File: src/rtl/icache_line_fill_pkg.sv
// -----------------------------------------------------------------------------
// icache_pkg
// Shared types and constants for the instruction-cache line filler.
//   LINE_W / BEAT_W / NUM_BEATS : line and burst-beat geometry
//   ADDR_W / OFFSET_BITS        : byte address width and in-line offset width
//   fill_state_e                : filler FSM states
//   line_t                      : one assembled cache line
// -----------------------------------------------------------------------------
package icache_pkg;

    localparam int LINE_W      = 256;
    localparam int BEAT_W      = 64;
    localparam int NUM_BEATS   = LINE_W / BEAT_W;
    localparam int ADDR_W      = 32;
    localparam int OFFSET_BITS = 5;
    localparam int BEAT_IDX_W  = $clog2(NUM_BEATS);

    localparam logic [BEAT_IDX_W-1:0] LAST_BEAT      = BEAT_IDX_W'(NUM_BEATS - 1);
    localparam logic [ADDR_W-1:0]     LINE_ADDR_MASK = ~ADDR_W'((1 << OFFSET_BITS) - 1);

    typedef enum logic [1:0] {
        IDLE,
        BURST,
        DONE
    } fill_state_e;

    typedef logic [LINE_W-1:0] line_t;

    // Clears the byte offset so the burst always starts on a line boundary.
    function automatic logic [ADDR_W-1:0] line_align(input logic [ADDR_W-1:0] addr);
        return addr & LINE_ADDR_MASK;
    endfunction

endpackage

File: src/rtl/icache_line_fill_beat_shifter.sv
// -----------------------------------------------------------------------------
// fill_beat_shifter
// Beat index counter plus line assembly register for the icache line filler.
//   clk, rst      : clock, synchronous active-high reset
//   clear_i       : restart the beat index at 0 (line contents are kept)
//   beat_valid_i  : write beat_data_i into the current beat slot and advance
//   beat_data_i   : one memory beat
//   beat_idx_o    : index of the slot the next beat will land in
//   line_o        : assembled line
// -----------------------------------------------------------------------------
module fill_beat_shifter
    import icache_pkg::*;
(
    input  logic                  clk,
    input  logic                  rst,
    input  logic                  clear_i,
    input  logic                  beat_valid_i,
    input  logic [BEAT_W-1:0]     beat_data_i,
    output logic [BEAT_IDX_W-1:0] beat_idx_o,
    output line_t                 line_o
);

    logic [BEAT_IDX_W-1:0] beat_idx_d, beat_idx_q;
    line_t                 line_d, line_q;

    always_comb begin
        // NOTE: every _d gets its hold value first so no path through the block leaves it unassigned (which would infer a latch).
        beat_idx_d = beat_idx_q;
        line_d     = line_q;
        if (clear_i) begin
            beat_idx_d = '0;
        end else if (beat_valid_i) begin
            // Index is exactly BEAT_IDX_W bits, so it wraps after the last beat.
            beat_idx_d                        = beat_idx_q + BEAT_IDX_W'(1);
            line_d[BEAT_W*beat_idx_q +: BEAT_W] = beat_data_i;
        end
    end

    always_ff @(posedge clk) begin
        // NOTE: non-blocking assignments so every flop samples pre-edge values regardless of statement order.
        if (rst) begin
            beat_idx_q <= '0;
            // NOTE: the line register is reset (it is flops, not a RAM) so a partial line never survives a reset.
            line_q     <= '0;
        end else begin
            beat_idx_q <= beat_idx_d;
            line_q     <= line_d;
        end
    end

    assign beat_idx_o = beat_idx_q;
    assign line_o     = line_q;

endmodule

File: src/rtl/icache_line_fill.sv
// -----------------------------------------------------------------------------
// icache_line_fill
// Memory-side line filler: takes a line request from the icache, issues a
// 4-beat burst read, assembles the beats and returns the line with a
// single-cycle response. All outputs are registered.
//   clk, rst       : clock, synchronous active-high reset
//   line_read_i    : icache line request (held until line_resp_o)
//   line_addr_i    : byte address of the requested line (any offset)
//   line_resp_o    : one-cycle pulse, line_data_o valid
//   line_data_o    : assembled line (holds until the next fill's first beat)
//   burst_read_o   : burst read request to memory, high for the whole burst
//   burst_addr_o   : line-aligned burst address
//   burst_data_i   : beat data from memory
//   burst_resp_i   : beat valid, one beat per asserted cycle
// Optional (macro ICACHE_FILL_PERF_EN):
//   fill_count_o   : completed fills, saturating
//   stall_count_o  : burst cycles without a beat, saturating
// -----------------------------------------------------------------------------
module icache_line_fill
    import icache_pkg::*;
(
    input  logic              clk,
    input  logic              rst,
    input  logic              line_read_i,
    input  logic [ADDR_W-1:0] line_addr_i,
    output logic              line_resp_o,
    output line_t             line_data_o,
    output logic              burst_read_o,
    output logic [ADDR_W-1:0] burst_addr_o,
    input  logic [BEAT_W-1:0] burst_data_i,
    input  logic              burst_resp_i
`ifdef ICACHE_FILL_PERF_EN
    ,
    output logic [31:0]       fill_count_o,
    output logic [31:0]       stall_count_o
`endif
);

    fill_state_e           state_d, state_q;
    logic                  line_resp_d, line_resp_q;
    logic                  burst_read_d, burst_read_q;
    logic [ADDR_W-1:0]     burst_addr_d, burst_addr_q;
    logic                  beat_clear;
    logic                  beat_capture;
    logic [BEAT_IDX_W-1:0] beat_idx;

    fill_beat_shifter u_shifter (
        .clk          (clk),
        .rst          (rst),
        .clear_i      (beat_clear),
        .beat_valid_i (beat_capture),
        .beat_data_i  (burst_data_i),
        .beat_idx_o   (beat_idx),
        .line_o       (line_data_o)
    );

    always_comb begin
        state_d      = state_q;
        line_resp_d  = 1'b0;
        burst_read_d = burst_read_q;
        burst_addr_d = burst_addr_q;
        beat_clear   = 1'b0;
        beat_capture = 1'b0;
        case (state_q)
            // Beats arriving while idle are dropped: beat_capture stays low.
            IDLE: begin
                burst_read_d = 1'b0;
                if (line_read_i) begin
                    state_d      = BURST;
                    burst_read_d = 1'b1;
                    burst_addr_d = line_align(line_addr_i);
                    beat_clear   = 1'b1;
                end
            end
            BURST: begin
                burst_read_d = 1'b1;
                if (burst_resp_i) begin
                    beat_capture = 1'b1;
                    if (beat_idx == LAST_BEAT) begin
                        state_d      = DONE;
                        burst_read_d = 1'b0;
                        line_resp_d  = 1'b1;
                    end
                end
            end
            // line_read_i is still high here; it is deliberately not sampled.
            DONE: begin
                state_d      = IDLE;
                burst_read_d = 1'b0;
            end
            default: begin
                state_d      = IDLE;
                burst_read_d = 1'b0;
            end
        endcase
    end

    always_ff @(posedge clk) begin
        if (rst) begin
            state_q      <= IDLE;
            line_resp_q  <= 1'b0;
            burst_read_q <= 1'b0;
            burst_addr_q <= '0;
        end else begin
            state_q      <= state_d;
            line_resp_q  <= line_resp_d;
            burst_read_q <= burst_read_d;
            burst_addr_q <= burst_addr_d;
        end
    end

    assign line_resp_o  = line_resp_q;
    assign burst_read_o = burst_read_q;
    assign burst_addr_o = burst_addr_q;

`ifdef ICACHE_FILL_PERF_EN
    logic [31:0] fill_count_d,  fill_count_q;
    logic [31:0] stall_count_d, stall_count_q;

    // fill_count moves together with the response pulse it counts.
    always_comb begin
        fill_count_d  = fill_count_q;
        stall_count_d = stall_count_q;
        if (line_resp_d && (fill_count_q != '1)) begin
            fill_count_d = fill_count_q + 32'd1;
        end
        if ((state_q == BURST) && !burst_resp_i && (stall_count_q != '1)) begin
            stall_count_d = stall_count_q + 32'd1;
        end
    end

    always_ff @(posedge clk) begin
        if (rst) begin
            fill_count_q  <= '0;
            stall_count_q <= '0;
        end else begin
            fill_count_q  <= fill_count_d;
            stall_count_q <= stall_count_d;
        end
    end

    assign fill_count_o  = fill_count_q;
    assign stall_count_o = stall_count_q;
`endif

endmodule

File: config.mk
export PLATFORM = sky130hd
export DESIGN_NAME = icache_line_fill
export DESIGN_NICKNAME = d
export VERILOG_FILES = /design/src/rtl/icache_line_fill_pkg.sv /design/src/rtl/icache_line_fill_beat_shifter.sv /design/src/rtl/icache_line_fill.sv
export SDC_FILE = /design/constraint.sdc
export NUM_CORES = 1
export LEC_CHECK = 0
export ABC_AREA = 1
export CAP_MARGIN = 20
export CORE_AREA = 2 2 180 182
export CTS_CLUSTER_DIAMETER = 200
export DETAILED_ROUTE_END_ITERATION = 6
export DIE_AREA = 0 0 182 184
export GPL_TIMING_DRIVEN = 0
export PLACE_DENSITY = 0.78
export SLEW_MARGIN = 10
export SYNTH_ARGS = -nofsm -noshare
export SYNTH_HDL_FRONTEND = slang
export SYNTH_SLANG_ARGS = --single-unit
File: constraint.sdc
create_clock -name clk -period 2.51 [get_ports clk]
set_input_delay 0.3765 -clock clk [delete_from_list [all_inputs] [get_ports clk]]
set_output_delay 0.3765 -clock clk [all_outputs]
set_load 0.1 [all_outputs]
==> results.tsv <==
stage	metric	value	unit
outcome	status	finished with violations	
outcome	failing checks	DRC	
global_routing	initial antenna violation count	2	
route	Iteration-0 DRC Markers	1241	
sta	Period Utilization, post-route	99.4	%
placed_design	Post-DP HPWL	41800	microns
die	die area	33500	sq um
die	initial core utilization	44.6	%
synth	synth top area cells	dfxtp_1 (41%), nand2_1 (18%), nor2_1 (17%)	
die	core region area	31400	sq um
global_routing	GR Util met2	52.1	%
critical_path	worst path arrival time	2.12	ns
synth	most common cell in the netlist	nand2_1	
sta	setup_tns	0	ns
die	num rows	65	
die	die width	182	microns
sta	final hold vios	0	
die	Ports	390	
final_layout	share of post-route cells with drive strength above 1	6.57	%
final_layout	Util after Layout	62.1	%
sta	Final setup viols	0	
global_routing	M3 GR Usage	5.63	%
synth	Syn Area/Cell	5.94	sq um
clocking	TritonCTS Sinks	289	
sta	max-slew violation count	0	
synth	Commonest cells post-synth	nand2_1 (667), nor2_1 (648), inv_1 (418)	
critical_path	CP required	2.13	ns
synth	yosys warns	0	
critical_path	CP cell instances	clkdlybuf4s50_1	
synth	Post-Synthesis Cells	2359	
sta	clk_skew	0.0161	ns
critical_path	crit-path max cell delay	1.17	ns
global_routing	vias in the first global route	14300	
critical_path	cell family with most CP delay	buffers and inverters	
global_routing	grt total ovfl	0	
critical_path	CP Max Fanout	2	
critical_path	CP max-delay cell	clkdlybuf4s50_1	
synth	Synth Flop Type	dfxtp_1	
route	DR WL/cell	16.9	microns
sta	Slew headroom	25.2	%
route	via count of the routed design	15300	
synth	async set-reset flop share out of synthesis	0	%
final_layout	Area Overhead vs Synth	39.2	%
clocking	H-tree depth	2	
placed_design	dpl cell area	18300	sq um
final_layout	Final Cell Area	19500	sq um
clocking	Clk pin slew, worst setup/hold paths	0.06	ns
die	die height	184	microns
global_routing	global routing's busiest layer	met2	
final_layout	fin nets	2883	
synth	Synth cell types	19	
final_layout	Finished Layout Cells	3204	
synth	Yosys reg bits	289	
synth	Cell Area, Synth	14000	sq um
min_path	Hold Path Origin	burst_resp_i	
clocking	hold buffer count at cts	0	
route	Antenna Nets Post-Route	0	
synth	sequential area share after synthesis	41.3	%
critical_path	RR Startpoint	u_shifter.beat_idx_o[0]	
min_path	hold crit path type	input port to flop	
sta	Period minus WS final	2.49	ns
critical_path	Worst Setup SP	u_shifter.line_o[110]	
final_layout	fill cell count	2944	
clocking	clock tree buffer depth	3	
pwr	Static Leakage	0.00948	uW
sta	Achievable Freq	401	MHz
clocking	TritonCTS Buffers	34	
global_routing	first-pass GRT wire length	81400	microns
route	Residual DRC	9	
pwr	worst vdd ir	0.000457	V
pwr	pwr dens	601	nW/um^2
global_routing	Tot GR Track Use	31.7	%
critical_path	CP Class	flop to output pin	
sta	worst-margin pin slew	1.12	ns
route	DR vias/cell	4.76	
job	max-cap viol count	0	
critical_path	Worst setup SP type	flop	
critical_path	WP buf/inv	1	
placed_design	routability congestion estimate	0.965	
route	total length of routed wires	54300	microns
placed_design	number of buffers added on ports	378	
synth	cell taking the most area after synthesis	dfxtp_1	
clocking	CTS tree	yes	
placed_design	cell count after placement	3143	
synth	Synth top area share	41.3	%
clocking	CTS root buf	clkbuf_16	
critical_path	Critical Path Sink Type	output pin	
global_routing	largest net degree at the start of global routing	13	
global_routing	met1 Resource Use GR	39.9	%
synth	EDFF count, synth	0	
placed_design	DP Worst Slack	-0.484	ns
sta	Final WS setup	0.0159	ns
clocking	worst skew pair latency	0.51	ns
route	total iterations of the first detailed-routing run	7	
flip-flops by register name, summed over array words and instances (netlist names):
signal                cells
burst_read_o              1
burst_addr_o             27
u_shifter.beat_idx_o      2
line_resp_o               1
u_shifter.line_o        256
state_q                   2
metal layers:
metal | routed length, microns | vias up | part of all wire [%]
met1 | 22300 | 6818 | 41
li1 | - | 7581 | -
met2 | 24400 | 703 | 45
met4 | 3000 | 0 | 5.5
met5 | 0 | - | 0
met3 | 4580 | 151 | 8.4
metrics by stage:
stage,hold slack [ns],total power (uW)
2_1_floorplan,0.446,6290
6_report,0.227,11700
5_1_grt,0.239,12100
4_1_cts,0.211,11700
3_3_place_gp,0.464,6920
3_5_place_dp,0.471,6940
layout by cell type, fill, tap and decap left out, drive strengths merged:
master / instances
a21oi: 4
buf: 91
clkbuf: 105
clkdlybuf4s50: 378
clkinv: 5
clkinvlp: 1
conb: 5
dfxtp: 289
diode: 1
ha: 6
inv: 427
nand2: 667
nand3: 119
nor2: 652
nor4: 2
o21ai: 50
layout make-up:
class | count | area [sq um] | share of cell area (%)
antenna | 1 | 2.50 | 0.0128
buffer | 143 | 711 | 3.64
clock buffer | 53 | 1040 | 5.35
clock inverter | 7 | 45.0 | 0.231
inverter | 426 | 1600 | 8.20
multi-input combinational | 1505 | 6030 | 30.9
sequential | 289 | 5790 | 29.7
tap | 402 | 503 | 2.58
timing repair buffer | 378 | 3780 | 19.4
power breakdown:
part / internal [uW] / switching [uW] / total (uW)
Sequential: 4710 / 70.5 / 4780
Clock: 2860 / 1990 / 4850
Combinational: 531 / 1570 / 2100
Total: 8100 / 3620 / 11700
worst paths after layout:
check	end	depth (start not counted)	slack [ns]
hold reg to reg	burst_addr_o[19]	2	0.48
setup / recovery	line_data_o[110]	1	0.02
setup reg to reg	u_shifter.line_o[54]	12	0.13
hold / removal	u_shifter.beat_idx_o[0]	3	0.23
logic make-up (layout without fill, tap and decap cells):
group,Yosys count,in the layout,synth area share [%]
and+or+nand+nor,1440,1440,40.0
adders and majority gates,6,6,0.536
other,1,6,0.0268
buffers and inverters,569,1007,16.3
AOI/OAI and AO/OA,54,54,1.93
DFF,289,289,41.3
worst reg2reg max path: stages, from the launching register on:
cell and delay (ns):
dfxtp_1 0.35, buf_4 0.20, inv_1 0.11, buf_4 0.23
ha_1 0.18, clkbuf_1 0.20, nand2_1 0.12, inv_2 0.16
nand2_1 0.17, buf_2 0.25, o21ai_0 0.20, inv_1 0.06
nor2_1 0.10
timing repair:
action	CTS	global route
setup buffers	0	0
setup endpoints to repair	255	169
resized for setup	26	18
No activity file was read; power rests on OpenSTA's default activity.
